## src/rtl/cpu_bus_timing.sv

```systemverilog
// ============================================================================
// cpu_bus_timing
// ----------------------------------------------------------------------------
// Timing front-end for the Z80-compatible CPU core. It does two jobs:
//   1. It derives the core's positive and negative phase clock enables
//      (cep/cen) from the master clock with a programmable divider. A turbo
//      mode halves the T-state length.
//   2. It drives the core's wait_n. Wait states are inserted per bus-cycle
//      type (opcode fetch, memory, I/O). An external hold request (video
//      contention) can stretch memory cycles further.
//
// Parameters:
//   DIV       master clocks per T-state in normal mode (even, >= 4)
//   M1_WAIT   extra T-states on opcode-fetch memory cycles
//   MEM_WAIT  extra T-states on other memory read/write cycles
//   IO_WAIT   extra T-states on I/O cycles
//   WAITW     width of the wait-state down-counter (all *_WAIT < 2**WAITW)
//
// Ports:
//   clock       in   master clock; all logic runs on its rising edge
//   reset       in   synchronous, active-high
//   turbo       in   1 = T-state is DIV/2 master clocks (taken at period wrap)
//   hold        in   contention request; stretches memory cycles while high
//   mreq_n      in   CPU memory request
//   iorq_n      in   CPU I/O request
//   m1_n        in   CPU opcode fetch / interrupt acknowledge
//   rfsh_n      in   CPU refresh
//   cep         out  positive-phase enable, one master clock wide
//   cen         out  negative-phase enable, one master clock wide
//   wait_n      out  to CPU wait_n, active low, registered
//   busy        out  high while a bus cycle is being tracked
//   wait_count  out  [15:0] wait statistics (only with CPU_WAIT_STATS_EN)
//
// Build option:
//   CPU_WAIT_STATS_EN  when defined, this adds wait_count. wait_count counts
//                      the cen pulses seen with wait_n low and saturates at
//                      16'hFFFF. When undefined, the port and the counter
//                      are absent.
//
// FSM states:
//   state | meaning
//   IDLE  | no bus cycle tracked, waiting for a registered strobe fall
//   COUNT | wait_n low, down-counter decrementing on each cen
//   HOLD  | wait states done, memory cycle stretched while hold is high
//   DONE  | wait_n released, waiting for mreq_n and iorq_n to return high
// ============================================================================
module cpu_bus_timing #(
    parameter int DIV      = 4,
    parameter int M1_WAIT  = 0,
    parameter int MEM_WAIT = 0,
    parameter int IO_WAIT  = 1,
    parameter int WAITW    = 4
) (
    input  logic        clock,
    input  logic        reset,
    input  logic        turbo,
    input  logic        hold,
    input  logic        mreq_n,
    input  logic        iorq_n,
    input  logic        m1_n,
    input  logic        rfsh_n,
    output logic        cep,
    output logic        cen,
    output logic        wait_n,
    output logic        busy
`ifdef CPU_WAIT_STATS_EN
    ,
    output logic [15:0] wait_count
`endif
);

    // ------------------------------------------------------------------
    // Phase divider
    // ------------------------------------------------------------------
    localparam int PW = (DIV > 2) ? $clog2(DIV) : 1;

    localparam logic [PW-1:0] LAST_N = PW'(DIV - 1);
    localparam logic [PW-1:0] LAST_T = PW'(DIV / 2 - 1);
    localparam logic [PW-1:0] HALF_N = PW'(DIV / 2);
    localparam logic [PW-1:0] HALF_T = PW'(DIV / 4);
    localparam logic [PW-1:0] PH_ONE = PW'(1);

    logic [PW-1:0] ph;
    logic          turbo_q;
    logic [PW-1:0] ph_last;
    logic [PW-1:0] ph_half;
    logic          upd;

    always_comb begin
        ph_last = turbo_q ? LAST_T : LAST_N;
        ph_half = turbo_q ? HALF_T : HALF_N;
    end

    // upd marks the edge that raises cen. wait_n is only allowed to move on
    // this edge, so the core always samples a level that is one clock old.
    assign upd = (ph == ph_half);

    always_ff @(posedge clock) begin
        if (reset) begin
            ph      <= '0;
            turbo_q <= 1'b0;
            cep     <= 1'b0;
            cen     <= 1'b0;
        end else begin
            cep <= (ph == '0);
            cen <= (ph == ph_half);
            // turbo is taken only at the wrap, so the period that is running
            // always finishes at its old length.
            if (ph == ph_last) begin
                ph      <= '0;
                turbo_q <= turbo;
            end else begin
                ph <= ph + PH_ONE;
            end
        end
    end

    // ------------------------------------------------------------------
    // Bus strobe capture and cycle-start detection
    // ------------------------------------------------------------------
    // The strobes are registered once. Edge detection uses that stage and a
    // delayed copy of it, so the FSM never looks at an unregistered strobe.
    logic mreq_q;
    logic iorq_q;
    logic m1_q;
    logic rfsh_q;
    logic mreq_d;
    logic iorq_d;

    always_ff @(posedge clock) begin
        if (reset) begin
            mreq_q <= 1'b1;
            iorq_q <= 1'b1;
            m1_q   <= 1'b1;
            rfsh_q <= 1'b1;
            mreq_d <= 1'b1;
            iorq_d <= 1'b1;
        end else begin
            mreq_q <= mreq_n;
            iorq_q <= iorq_n;
            m1_q   <= m1_n;
            rfsh_q <= rfsh_n;
            mreq_d <= mreq_q;
            iorq_d <= iorq_q;
        end
    end

    logic start_mem;
    logic start_io;

    // Refresh cycles never wait. An iorq_n fall with m1_n low is an
    // interrupt acknowledge, and the core already inserts its own waits.
    assign start_mem = mreq_d & ~mreq_q & rfsh_q;
    assign start_io  = iorq_d & ~iorq_q & m1_q;

    // ------------------------------------------------------------------
    // Wait-state FSM
    // ------------------------------------------------------------------
    localparam logic [1:0] S_IDLE  = 2'd0;
    localparam logic [1:0] S_COUNT = 2'd1;
    localparam logic [1:0] S_HOLD  = 2'd2;
    localparam logic [1:0] S_DONE  = 2'd3;

    localparam logic [WAITW-1:0] M1_LD   = WAITW'(M1_WAIT);
    localparam logic [WAITW-1:0] MEM_LD  = WAITW'(MEM_WAIT);
    localparam logic [WAITW-1:0] IO_LD   = WAITW'(IO_WAIT);
    localparam logic [WAITW-1:0] CNT_ONE = WAITW'(1);

    logic [1:0]       st;
    logic [1:0]       st_nx;
    logic [WAITW-1:0] cnt;
    logic [WAITW-1:0] cnt_nx;
    logic             cyc_mem;
    logic             mem_nx;
    logic [WAITW-1:0] load_val;
    logic             wait_low_nx;

    // A memory start takes priority if both strobes fall in the same clock.
    always_comb begin
        if (start_mem) begin
            load_val = m1_q ? MEM_LD : M1_LD;
        end else begin
            load_val = IO_LD;
        end
    end

    always_comb begin
        st_nx  = st;
        cnt_nx = cnt;
        mem_nx = cyc_mem;
        case (st)
            S_IDLE: begin
                // Any start seen outside IDLE is ignored until DONE -> IDLE.
                if (start_mem || start_io) begin
                    cnt_nx = load_val;
                    mem_nx = start_mem;
                    if ((load_val == '0) && (!hold || !start_mem)) begin
                        st_nx = S_DONE;
                    end else begin
                        st_nx = S_COUNT;
                    end
                end
            end
            S_COUNT: begin
                // The check for zero comes before the decrement, so the
                // counter can never wrap.
                if (cnt == '0) begin
                    st_nx = (hold && cyc_mem) ? S_HOLD : S_DONE;
                end else if (cen) begin
                    cnt_nx = cnt - CNT_ONE;
                end
            end
            S_HOLD: begin
                if (!hold || !cyc_mem) begin
                    st_nx = S_DONE;
                end
            end
            S_DONE: begin
                if (mreq_q && iorq_q) begin
                    st_nx = S_IDLE;
                end
            end
            default: begin
                st_nx = S_IDLE;
            end
        endcase
    end

    assign wait_low_nx = (st_nx == S_COUNT) || (st_nx == S_HOLD);

    always_ff @(posedge clock) begin
        if (reset) begin
            st      <= S_IDLE;
            cnt     <= '0;
            cyc_mem <= 1'b0;
            wait_n  <= 1'b1;
        end else begin
            st      <= st_nx;
            cnt     <= cnt_nx;
            cyc_mem <= mem_nx;
            if (upd) begin
                wait_n <= ~wait_low_nx;
            end
        end
    end

    assign busy = (st != S_IDLE);

    // ------------------------------------------------------------------
    // Optional wait statistics
    // ------------------------------------------------------------------
`ifdef CPU_WAIT_STATS_EN
    always_ff @(posedge clock) begin
        if (reset) begin
            wait_count <= 16'h0000;
        end else if (cen && !wait_n && (wait_count != 16'hFFFF)) begin
            wait_count <= wait_count + 16'h0001;
        end
    end
`endif

endmodule

```

## config.mk

```make
export PLATFORM = sky130hd
export DESIGN_NAME = cpu_bus_timing
export DESIGN_NICKNAME = d
export VERILOG_FILES = /design/src/rtl/cpu_bus_timing.sv
export SDC_FILE = /design/constraint.sdc
export NUM_CORES = 1
export LEC_CHECK = 0
export ABC_AREA = 1
export CAP_MARGIN = 15
export CORE_MARGIN = 4
export CORE_UTILIZATION = 47
export CTS_CLUSTER_DIAMETER = 200
export DETAILED_ROUTE_END_ITERATION = 8
export GPL_TIMING_DRIVEN = 0
export MAX_ROUTING_LAYER = met4
export PLACE_DENSITY = 0.69
export SLEW_MARGIN = 20
export SYNTH_ARGS = -nofsm -noshare
export SYNTH_HDL_FRONTEND = slang
export SYNTH_SLANG_ARGS = --single-unit
```

## constraint.sdc

```tcl
create_clock -name clock -period 1.3 [get_ports clock]
set_clock_uncertainty 0.15 [all_clocks]
set_input_delay 0.26 -clock clock [delete_from_list [all_inputs] [get_ports clock]]
set_output_delay 0.26 -clock clock [all_outputs]
set_load 0.01 [all_outputs]
```

==> flow_metrics.py <==
metrics = {
    "outcome": {
        "outcome": "complete, but fails checks",
        "violations": "setup timing",
    },
    "placed_design": {
        "dp_hpwl_mm": 1.30,
        "dp_cells": 155,
        "placed_area_um2": 1030,
        "place.gp.congestion": 0.872,
        "portBuffers": 11,
    },
    "logic_synthesis": {
        "seq_area_frac_synth_pct": 42.7,
        "synthArstFlopShare_pct": 0,
        "syn-num-nets": 130,
        "avgSynthCellArea_um2": 7.49,
        "synth_area_um2": 891,
        "synth_cell_types": 22,
        "synth-seq-cells": 19,
        "synthFlopType": "dfxtp_1",
        "syn_inst": 119,
        "synth_edf_count": 0,
        "yosys_warnings": 0,
    },
    "grt": {
        "grt_usage_pct": 15.0,
        "grt_overflow": 0,
        "antenna_found_initial": 0,
        "grt_first_pass_wirelength_mm": 3.02,
        "use_met2_pct": 25.2,
        "top_usage_layer": "met2",
        "grt_max_degree": 13,
        "grt_use_met3_pct": 3.44,
        "use_met1_pct": 18.7,
        "grt_pass1_vias": 741,
    },
    "floorplan": {
        "fp.coreArea_um2": 1760,
        "dieWidth_um": 51.5,
        "initial_utilization_pct": 50.5,
        "std_cell_rows": 15,
        "io_pins": 12,
        "dieArea_um2": 2660,
        "fp.dieH_um": 51.5,
    },
    "worst_setup_path": {
        "worst_path_largest_cell_delay_ps": 400,
        "path_max_fanout": 5,
        "path_class": "reg -> out",
        "r2r-start": "st[1]$_SDFF_PP0_",
        "cp.arrival_ps": 970,
        "crit_path_end_kind": "output port",
        "slowest_stage": "dfxtp_4",
        "cp-startpoint": "st[1]$_SDFF_PP0_",
        "path_cells": "nor2_4, inv_2, buf_6",
        "startpoint_type": "register",
        "cp_data_required_time_ps": 890,
    },
    "power": {
        "power_frac_seq_pct": 35.5,
        "pwr-share-clk_pct": 13.1,
        "p_int_mw": 1.32,
        "pwr-share-comb_pct": 51.4,
        "ir_drop_mv": 0.990,
        "leakagePower_nw": 0.555,
        "p_sw_share_pct": 41.2,
        "powerDensity_nw_per_um2": 1910,
        "switchingPower_mw": 0.927,
        "finalPower_mw": 2.25,
    },
    "sta": {
        "fin_crit_ps": 1380,
        "finalHoldViolCount": 0,
        "setup_viol": 6,
        "finalCritPeriodShare_pct": 106,
        "fin_setup_tns_ps": -243,
        "fmax_ghz": 0.723,
        "fin_ws_ps": -83.2,
        "worstMarginPinSlew_ps": 236,
        "drv_slew": 0,
        "slew_headroom_pct": 84.2,
        "rsz0062_at_grt": "yes",
    },
    "routing": {
        "firstDrtPassIters": 4,
        "drt-wirelength-per-cell_um": 10.9,
        "antenna_left": 0,
        "routed_wl_mm": 1.76,
        "viasPerCell": 4.65,
        "drc_errors": 0,
        "via_count": 753,
        "drt_iter0_markers": 12,
    },
    "cells_and_area": {
        "layout_common_cells": "21 x nand2_1, 13 x inv_1, 13 x dfxtp_1",
        "largest_reg_flops": 4,
        "final_common_cell": "nand2_1",
        "top_register": "cnt",
        "fin_area_um2": 1170,
        "reg.largest.list": "cnt x4, ph x2, st x2",
        "drive_above_1_share_pct": 35.0,
        "area_growth_pct": 31.9,
        "finalNonFillerCells": 162,
        "n_antenna_cell": 0,
        "nets": 149,
    },
    "clocking": {
        "cts_buffer_depth": 2,
        "cts_hold_buffers": 0,
        "cts-root-buf": "clkbuf_4",
        "cts_sinks": 19,
        "htreeDepth": 1,
        "numCtsBuffers": 3,
        "cts_tree": "built",
        "clk_pin_slew_ps": 110,
        "insertion_delay_ps": 290,
    },
    "min_path": {
        "min_from": "ph[0]$_SDFF_PP0_",
        "holdCritPathClass": "reg -> reg",
    },
    "run": {
        "cap_violations": 0,
    },
}
path summary, 6_finish.rpt:
path,end,slack [ps],cells after the start
worst max register to register,cnt[2]$_SDFFE_PP0P_,-70,8
worst min-delay path,ph[0]$_SDFF_PP0_,300,1
worst max-delay path,busy,-80,3
worst min register to register,ph[0]$_SDFF_PP0_,300,1
layer usage:
layer	part of all wire, %	wire length (um)
met5	0	0
met4	0.68	12
met1	46	803
met2	51	893
met3	2.9	51
what timing repair did:
item | in CTS | in global routing
cloned | 0 | 0
endpoints found under the setup margin | 16 | 11
pin swaps | 4 | 3
setup buffers | 2 | 1
resized for setup | 26 | 19
synth_stat cells, types with 2 or more instances:
master	count	area, um^2
nor2_1	9	33.8
nand3_1	13	65.1
nand2_1	23	86.3
nand2_4	2	22.5
o21ai_0	3	15.0
ha_1	3	37.5
inv_2	3	11.3
or2_2	4	25.0
nand2_2	3	18.8
inv_1	17	63.8
a21oi_1	7	35.0
o21ai_1	2	10.0
nor2_2	3	18.8
dfxtp_1	19	380
stage by stage:
step                utilization, %  hold slack, ps  worst slack [ps]
CTS                           63.4             310             -73.0
finish                        66.6             304             -83.2
detailed placement            58.7             285              -374
floorplan                        -             214              2.83
global placement              58.7             276              -349
global route                  66.6             329              -135
worst max-delay path: cells and delay by family (launching register included):
| kind | cells | cell delay (ps) |
|---|---|---|
| buffers and inverters | 2 | 160 |
| DFF | 1 | 400 |
| and+or+nand+nor | 1 | 130 |
final cells by class:
class                      count  area [um^2]
buffer                         1         5.00
timing repair buffer          14          134
clock buffer                   3         22.5
inverter                      20         77.6
sequential                    19          393
multi-input combinational     79          504
clock inverter                 1         7.51
tap                           25         31.3
fill                         167          589
logic make-up after synthesis:
logic type / count (synthesis) / synth area share, %
and+or+nand+nor: 61 / 33.4
adders and majority gates: 3 / 4.21
buffers and inverters: 21 / 8.85
AOI/OAI and AO/OA: 14 / 9.83
xor gates and xnor gates: 1 / 0.983
DFF: 19 / 42.7
power by group through the flow:
stage / clock [mW] / combinational, mW / sequential (mW)
4_1_cts: 0.306 / 0.986 / 0.779
3_3_place_gp: 0 / 0.854 / 0.761
3_5_place_dp: 0 / 0.883 / 0.766
5_1_grt: 0.340 / 1.29 / 0.811
2_1_floorplan: 0 / 0.676 / 0.754
6_report: 0.295 / 1.16 / 0.798
Power figures use the tool's default switching activity.
